### src/rtl/arm_pose_sequencer.sv
// Pick-up script sequencer feeding the arm servo PWM controller's select/target inputs.
// Define ARM_SEQ_HOME_EN to append three home-pose steps (indices 6..8) to the script.
module arm_pose_sequencer #(
    parameter int DWELL_CYCLES = 25000000,
    parameter int HOME_ANGLE   = 90
) (
    input  logic       CLK,
    input  logic       RST,
    input  logic       START,
    input  logic       ABORT,
    output logic [4:0] SEL,
    output logic [7:0] ANGLE,
    output logic [3:0] STEP,
    output logic       BUSY,
    output logic       DONE
);

    localparam int CNT_W = $clog2(DWELL_CYCLES);
    localparam logic [CNT_W-1:0] CNT_LAST = CNT_W'(DWELL_CYCLES - 1);
    localparam logic [7:0] HOME_A = 8'(HOME_ANGLE);

`ifdef ARM_SEQ_HOME_EN
    localparam logic [3:0] LAST_STEP = 4'd8;
`else
    localparam logic [3:0] LAST_STEP = 4'd5;
`endif

    // Elaboration-time sanity check of the configuration.
    if (DWELL_CYCLES < 2 || HOME_ANGLE > 180) begin : g_param_check
        $error("arm_pose_sequencer: DWELL_CYCLES must be >= 2 and HOME_ANGLE <= 180");
    end

    typedef enum logic [1:0] {
        S_IDLE  = 2'd0,
        S_LOAD  = 2'd1,
        S_DWELL = 2'd2
    } state_t;

    state_t           state_r;
    logic [CNT_W-1:0] cnt_r;
    logic [4:0]       sel_r;
    logic [7:0]       angle_r;
    logic [3:0]       step_r;
    logic             busy_r;
    logic             done_r;

    // Script ROM: {joint select, target angle} for each step index.
    function automatic logic [12:0] script_rom(input logic [3:0] idx);
        logic [12:0] entry;
        case (idx)
            4'd0:    entry = {5'd2, 8'd90};
            4'd1:    entry = {5'd1, 8'd45};
            4'd2:    entry = {5'd4, 8'd170};
            4'd3:    entry = {5'd2, 8'd30};
            4'd4:    entry = {5'd4, 8'd20};
            4'd5:    entry = {5'd2, 8'd90};
`ifdef ARM_SEQ_HOME_EN
            4'd6:    entry = {5'd4, HOME_A};
            4'd7:    entry = {5'd1, HOME_A};
            4'd8:    entry = {5'd2, HOME_A};
`endif
            default: entry = {5'd0, 8'd0};
        endcase
        return entry;
    endfunction

    // Sequencer FSM with all outputs registered.
    always_ff @(posedge CLK) begin
        done_r <= 1'b0;
        if (RST) begin
            state_r <= S_IDLE;
            cnt_r   <= '0;
            sel_r   <= 5'd0;
            angle_r <= 8'd0;
            step_r  <= 4'd0;
            busy_r  <= 1'b0;
        end else if (ABORT) begin
            // ANGLE deliberately keeps its last value so the servo holds position.
            state_r <= S_IDLE;
            cnt_r   <= '0;
            sel_r   <= 5'd0;
            step_r  <= 4'd0;
            busy_r  <= 1'b0;
        end else begin
            case (state_r)
                S_IDLE: begin
                    if (START) begin
                        state_r <= S_LOAD;
                        step_r  <= 4'd0;
                    end
                end
                S_LOAD: begin
                    {sel_r, angle_r} <= script_rom(step_r);
                    busy_r  <= 1'b1;
                    cnt_r   <= '0;
                    state_r <= S_DWELL;
                end
                S_DWELL: begin
                    if (cnt_r == CNT_LAST) begin
                        if (step_r == LAST_STEP) begin
                            done_r  <= 1'b1;
                            busy_r  <= 1'b0;
                            sel_r   <= 5'd0;
                            step_r  <= 4'd0;
                            state_r <= S_IDLE;
                        end else begin
                            step_r  <= step_r + 4'd1;
                            state_r <= S_LOAD;
                        end
                    end else begin
                        cnt_r <= cnt_r + CNT_W'(1);
                    end
                end
                default: begin
                    state_r <= S_IDLE;
                    busy_r  <= 1'b0;
                    sel_r   <= 5'd0;
                end
            endcase
        end
    end

    assign SEL   = sel_r;
    assign ANGLE = angle_r;
    assign STEP  = step_r;
    assign BUSY  = busy_r;
    assign DONE  = done_r;

endmodule

### config.mk
export PLATFORM = sky130hd
export DESIGN_NAME = arm_pose_sequencer
export DESIGN_NICKNAME = d
export VERILOG_FILES = /design/src/rtl/arm_pose_sequencer.sv
export SDC_FILE = /design/constraint.sdc
export NUM_CORES = 1
export LEC_CHECK = 0
export CORE_ASPECT_RATIO = 0.8
export CORE_MARGIN = 5
export CORE_UTILIZATION = 55
export CTS_CLUSTER_SIZE = 24
export DETAILED_ROUTE_END_ITERATION = 6
export MAX_ROUTING_LAYER = met4
export PLACE_DENSITY_LB_ADDON = 0.25
export SETUP_SLACK_MARGIN = 0.4
export SLEW_MARGIN = 20
export SYNTH_ARGS = -nofsm -noshare
export SYNTH_HDL_FRONTEND = slang
export SYNTH_SLANG_ARGS = --single-unit
### constraint.sdc
create_clock -name CLK -period 3.18 [get_ports CLK]
set_clock_uncertainty 0.1 [all_clocks]
set_input_delay 0.477 -clock CLK [delete_from_list [all_inputs] [get_ports CLK]]
set_output_delay 0.477 -clock CLK [all_outputs]
set_load 0.01 [all_outputs]
# [After elaboration in Yosys (flattened, before gate mapping)]
# Cells that the tools add are included.
[totals] regBits=46 out_inout_bits=19 elab_cells=55
[op_classes] n_addsub=2 eq_ne=12 muxes=18 bitwise_logic=4 n_reduce_logical=12
[op_table] operator="one-hot mux 11 bit (5 select lines)" count=1
[op_table] operator="one-hot mux 25 bit (2 select lines)" count=1
[op_table] operator="adder 25 x 1 -> 25 bit (second input constant)" count=1
[op_table] operator="== test 25 bit (second input constant)" count=1
[op_table] operator="2-to-1 mux 25 bit" count=1
[op_table] operator="one-hot mux 5 bit (3 select lines)" count=1
[op_table] operator="2-to-1 mux 4 bit" count=3
[op_table] operator="2-to-1 mux 5 bit" count=2
[op_table] operator="== test 4 x 2 -> 1 bit (second input constant)" count=2
[op_table] operator="== test 4 x 3 -> 1 bit (second input constant)" count=2
[op_table] operator="inequality test 2 bit (second input constant)" count=4
[op_table] operator="one-hot mux 4 bit (2 select lines)" count=1
[op_table] operator="one-hot mux 2 bit (3 select lines)" count=1
[op_table] operator="AND reduction 2 bit" count=3
[op_table] operator="AND reduction 3 bit" count=2
[op_table] operator="adder 4 x 1 -> 4 bit (second input constant)" count=1
[op_table] operator="== test 4 x 1 -> 1 bit (second input constant)" count=1
[op_table] operator="logical NOT 4 bit" count=1
[op_table] operator="2-to-1 mux 1 bit" count=4
[op_table] operator="2-to-1 mux 2 bit" count=2
[op_table] operator="inverter 1 bit" count=4
[op_table] operator="nonzero test 2 bit" count=2
[op_table] operator="OR reduction 2 bit" count=2
[op_table] operator="OR reduction 4 bit" count=1
[op_table] operator="other kinds (4)" count=4

# [Logic depth before layout (Yosys ltp)]
[logic_depth] word_depth=4 depth_mapped=8

# [Worst setup path after synthesis]
# Ideal clock, no wire load.
[synth_path] path_kind="reg-to-reg" from="reg cnt_r[0]" to="reg sel_r[1] (netlist: SEL[1])" arrival_ns=1.635 required_time_ns=2.963 setup_slack_ns=1.328 stages_incl_launch_ff=6 cell_sequence="dfxtp_1 > ha_1 > nand4_2 > nor4_4 > a31oi_1 > a22o_1"
[synth_via] elab_chain_len=3
[synth_rtl] element="start, declared" line="40" rtl="logic [CNT_W-1:0] cnt_r;"
[synth_rtl] element="start signal, assigned" line="111" rtl="cnt_r <= cnt_r + CNT_W'(1);"
[synth_rtl] element="== test 25 bit" line="99" rtl="if (cnt_r == CNT_LAST) begin"
[synth_rtl] element="inequality test 2 bit (no source line)"
[synth_rtl] element="AND reduction 3 bit (no source line)"
[synth_rtl] element="end signal, assigned" line="93" rtl="{sel_r, angle_r} <= script_rom(step_r);"
[synth_rtl] element="end, declared" line="41" rtl="logic [4:0] sel_r;"
# No other way between the ends.
# A chain may end at the register's enable or synchronous reset.

# [Worst setup path after layout]
[layout_path] from="reg state_r[1]" to="reg cnt_r[9]"
[layout_via] elab_chain_len=3 word_cells_on_any_way=6 classes_between="eq/ne: 3; mux: 1; reduce/logical: 2"
[layout_rtl] element="start, declared" line="39" rtl="state_t state_r;"
[layout_rtl] element="start signal, assigned" line="71" rtl="state_r <= S_IDLE;"
[layout_rtl] element="start signal, assigned" line="79" rtl="state_r <= S_IDLE;"
[layout_rtl] element="start signal, assigned" line="88" rtl="state_r <= S_LOAD;"
[layout_rtl] element="== test 2 bit / == test 2 x 1 -> 1 bit (equally long branches)" line="85" rtl="case (state_r)"
[layout_rtl] element="inequality test 2 bit (no source line) / nonzero test 2 bit (equally long branches)"
[layout_rtl] element="AND reduction 2 bit (no source line)"
# Parallel ways exist; a longest one is shown, timed or not.

==> impl_metrics.csv <==
group,metric,value,unit
setup_path,path_max_fanout,15,
place,dpl_cell_area,2526,sq um
synth,syn_inst,285,
sta,tightestPinTransition,0.7602,ns
floorplan,core-area,4125,sq um
setup_path,reg2regPathDepth,6,
synth,synth_area_leaders,"dfxtp_1, nand2_1, a21oi_1, nor2_1, nand3_1",
sta,maxSlewViolCount,0,
pwr,powerDensity,370.7,nW/um^2
final_layout,multi_input_area,1323,sq um
cts,cts-buffers-inserted,5,
global_route,grt_use_total,0.2383,
cts,cts_sinks,44,
sta,hold_viol_final,0,
final_layout,antenna_cells,0,
floorplan,dieWidth,82.42,um
sta,min_period,2.224,ns
synth,synth_area_per_cell,8.095,sq um
routing,first_pass_iters,6,
min_path,holdPathStages,2,
synth,yosysTopAreaCell,"dfxtp_1",
cts,ctsResizeCount,0,
place,io_buffers,20,
routing,routed_wl,5893,um
flow_run,cap_violations,0,
global_route,grt_overflow,0,
synth,syn-cell-area,2307,sq um
pwr,peakVddDrop,0.2588,mV
final_layout,fin_nets,304,
global_route,grt_pass1_vias,1985,
final_layout,area_delta_synth_final,13.72,%
synth,synth.top_cell.area_share,0.3818,
final_layout,final_cell_area,2624,sq um
global_route,grt_pass1_wl,9977,um
routing,viasPerCell,6.137,
synth,ys_types,57,
synth,yosysMostFrequentCell,"dfxtp_1",
sta,clock.fmax,449.6,MHz
sta,fin_ws,0.9558,ns
setup_path,cp-end-kind,"flip-flop",
sta,period_share,0.6994,
cts,cts_root_buffer,"clkbuf_8",
final_layout,post-route-util,0.6360,
cts,cts_tree,"yes",
synth,ys_ff_latch,44,
place,gp_congestion,0.9474,
place,place_ws,0.6871,ns
routing,antenna_left,0,
cts,cts_setup_buffers,0,
global_route,antenna_found_initial,0,
cts,cts_buffer_depth,2,
global_route,grt_max_degree,19,
run_status,status,"completed",
place,dp_hpwl,4248,um
floorplan,die_area,5598,sq um
synth,yosysWarnings,0,
pwr,p_leak,0.8967,nW
routing,wl_per_cell,16.51,um
cts,ctsHoldBuffers,0,
synth,async_flop_share,0,
cts,clk_latency,0.30,ns
setup_path,setup.worst_path.start_class,"flip-flop",
setup_path,cp.required,3.28,ns
synth,synthFlopType,"dfxtp_1",
sta,rsz0062_at_grt,"no",
routing,vias,2191,
synth,netlist_top_cells_count,"dfxtp_1, nand2_1, nor2_1",
cts,cts.clk_slew.worst_paths,0.09,ns
cts,htreeDepth,2,
floorplan,io_pins,23,
sta,setup_viol,0,
routing,remaining_drc_errors,0,
setup_path,cp.arrival,2.32,ns
sta,slew_headroom,0.4901,
setup_path,crit_type,"reg2reg",
floorplan,num_rows,21,
final_layout,seq_area,880.8,sq um
floorplan,start_util,0.5593,
routing,drt_iter0_drc,196,
synth,ys_seq_area_frac,0.3818,
sta,tns,0,ns
final_layout,fillers,370,
min_path,hp-class,"reg2reg",
final_layout,final_layout_size_suffix_gt1_frac,0.09333,
floorplan,fp.dieH,67.93,um
synth,synth-edff-count,0,
kinds of logic (layout without fill, tap and decap cells):
family	Yosys count	count (layout)	synth area share
buffers and inverters	26	40	0.04880
muxes	4	4	0.01735
AOI/OAI and AO/OA	70	70	0.2001
other	1	2	0.001625
and+or+nand+nor	134	134	0.3259
xor gates and xnor gates	5	5	0.01898
adders and majority gates	1	1	0.005422
DFF	44	44	0.3818
stage by stage:
step           hold slack [ns]  cells  total power, mW
2_1_floorplan           0.3368    286           0.6027
3_3_place_gp            0.3372    349           0.6204
3_5_place_dp            0.3523    349           0.6208
4_1_cts                 0.3642    357           0.9795
5_1_grt                 0.3933    357            1.009
6_report                0.3600    357           0.9726
per-layer routing:
metal  GRT usage  vias up  wire (um)  part of all wire
met5           -        -          0                 0
met4     0.07469        0         66             0.011
met3     0.05000        9        573             0.097
met2      0.3090      103       2386              0.40
met1      0.3602     1002       2867              0.49
li1            -     1077          -                 -
sequential cells by signal, summed over array words and instances, names as in the netlist:
name and cells:
SEL 3, BUSY 1, ANGLE 8, cnt_r 25, state_r 2, STEP 4, DONE 1
layout by cell type, fill, tap and decap left out, types with 3 or more instances in the layout:
cell / count
a21oi_1: 19
inv_1: 8
o311ai_0: 3
buf_4: 3
nand4_1: 9
o41ai_1: 4
dfxtp_1: 44
o31ai_1: 3
o211ai_1: 8
nand2_1: 33
clkdlybuf4s50_1: 20
clkbuf_8: 6
and4_1: 4
nor4_1: 4
nand3_1: 15
a31oi_1: 4
and3_1: 4
xor2_1: 5
o21ai_0: 13
nor3_1: 6
or3_1: 6
nand2b_1: 5
mux2i_1: 4
nor2_1: 25
power breakdown:
group	total, mW	internal (mW)	switching [mW]
Clock	0.363	0.174	0.190
Combinational	0.0517	0.0174	0.0343
Sequential	0.558	0.554	0.00395
critical path, stage by stage (launching register included):
cell and delay (ns):
dfxtp_1 0.43, buf_4 0.24, inv_2 0.10, nor2_2 0.29, nand2_1 0.21, or4b_2 0.65
o311ai_0 0.10
worst paths after layout:
| check | startpoint | slack [ns] | end |
|---|---|---|---|
| hold reg to reg | ANGLE[7] | 0.36 | ANGLE[7] |
| setup / recovery | state_r[1] | 0.96 | cnt_r[9] |
| hold / removal | ANGLE[7] | 0.36 | ANGLE[7] |
| setup reg to reg | state_r[1] | 0.96 | cnt_r[9] |
layout make-up:
class                           instances  share of cell area
Clock buffer                            6             0.03147
Timing Repair Buffer                   23             0.08488
Clock inverter                          2            0.003815
Sequential cell                        44              0.3357
Inverter                                9             0.01288
Multi-Input combinational cell        216              0.5041
Tap cell                               57             0.02718
Power figures use the tool's default switching activity.
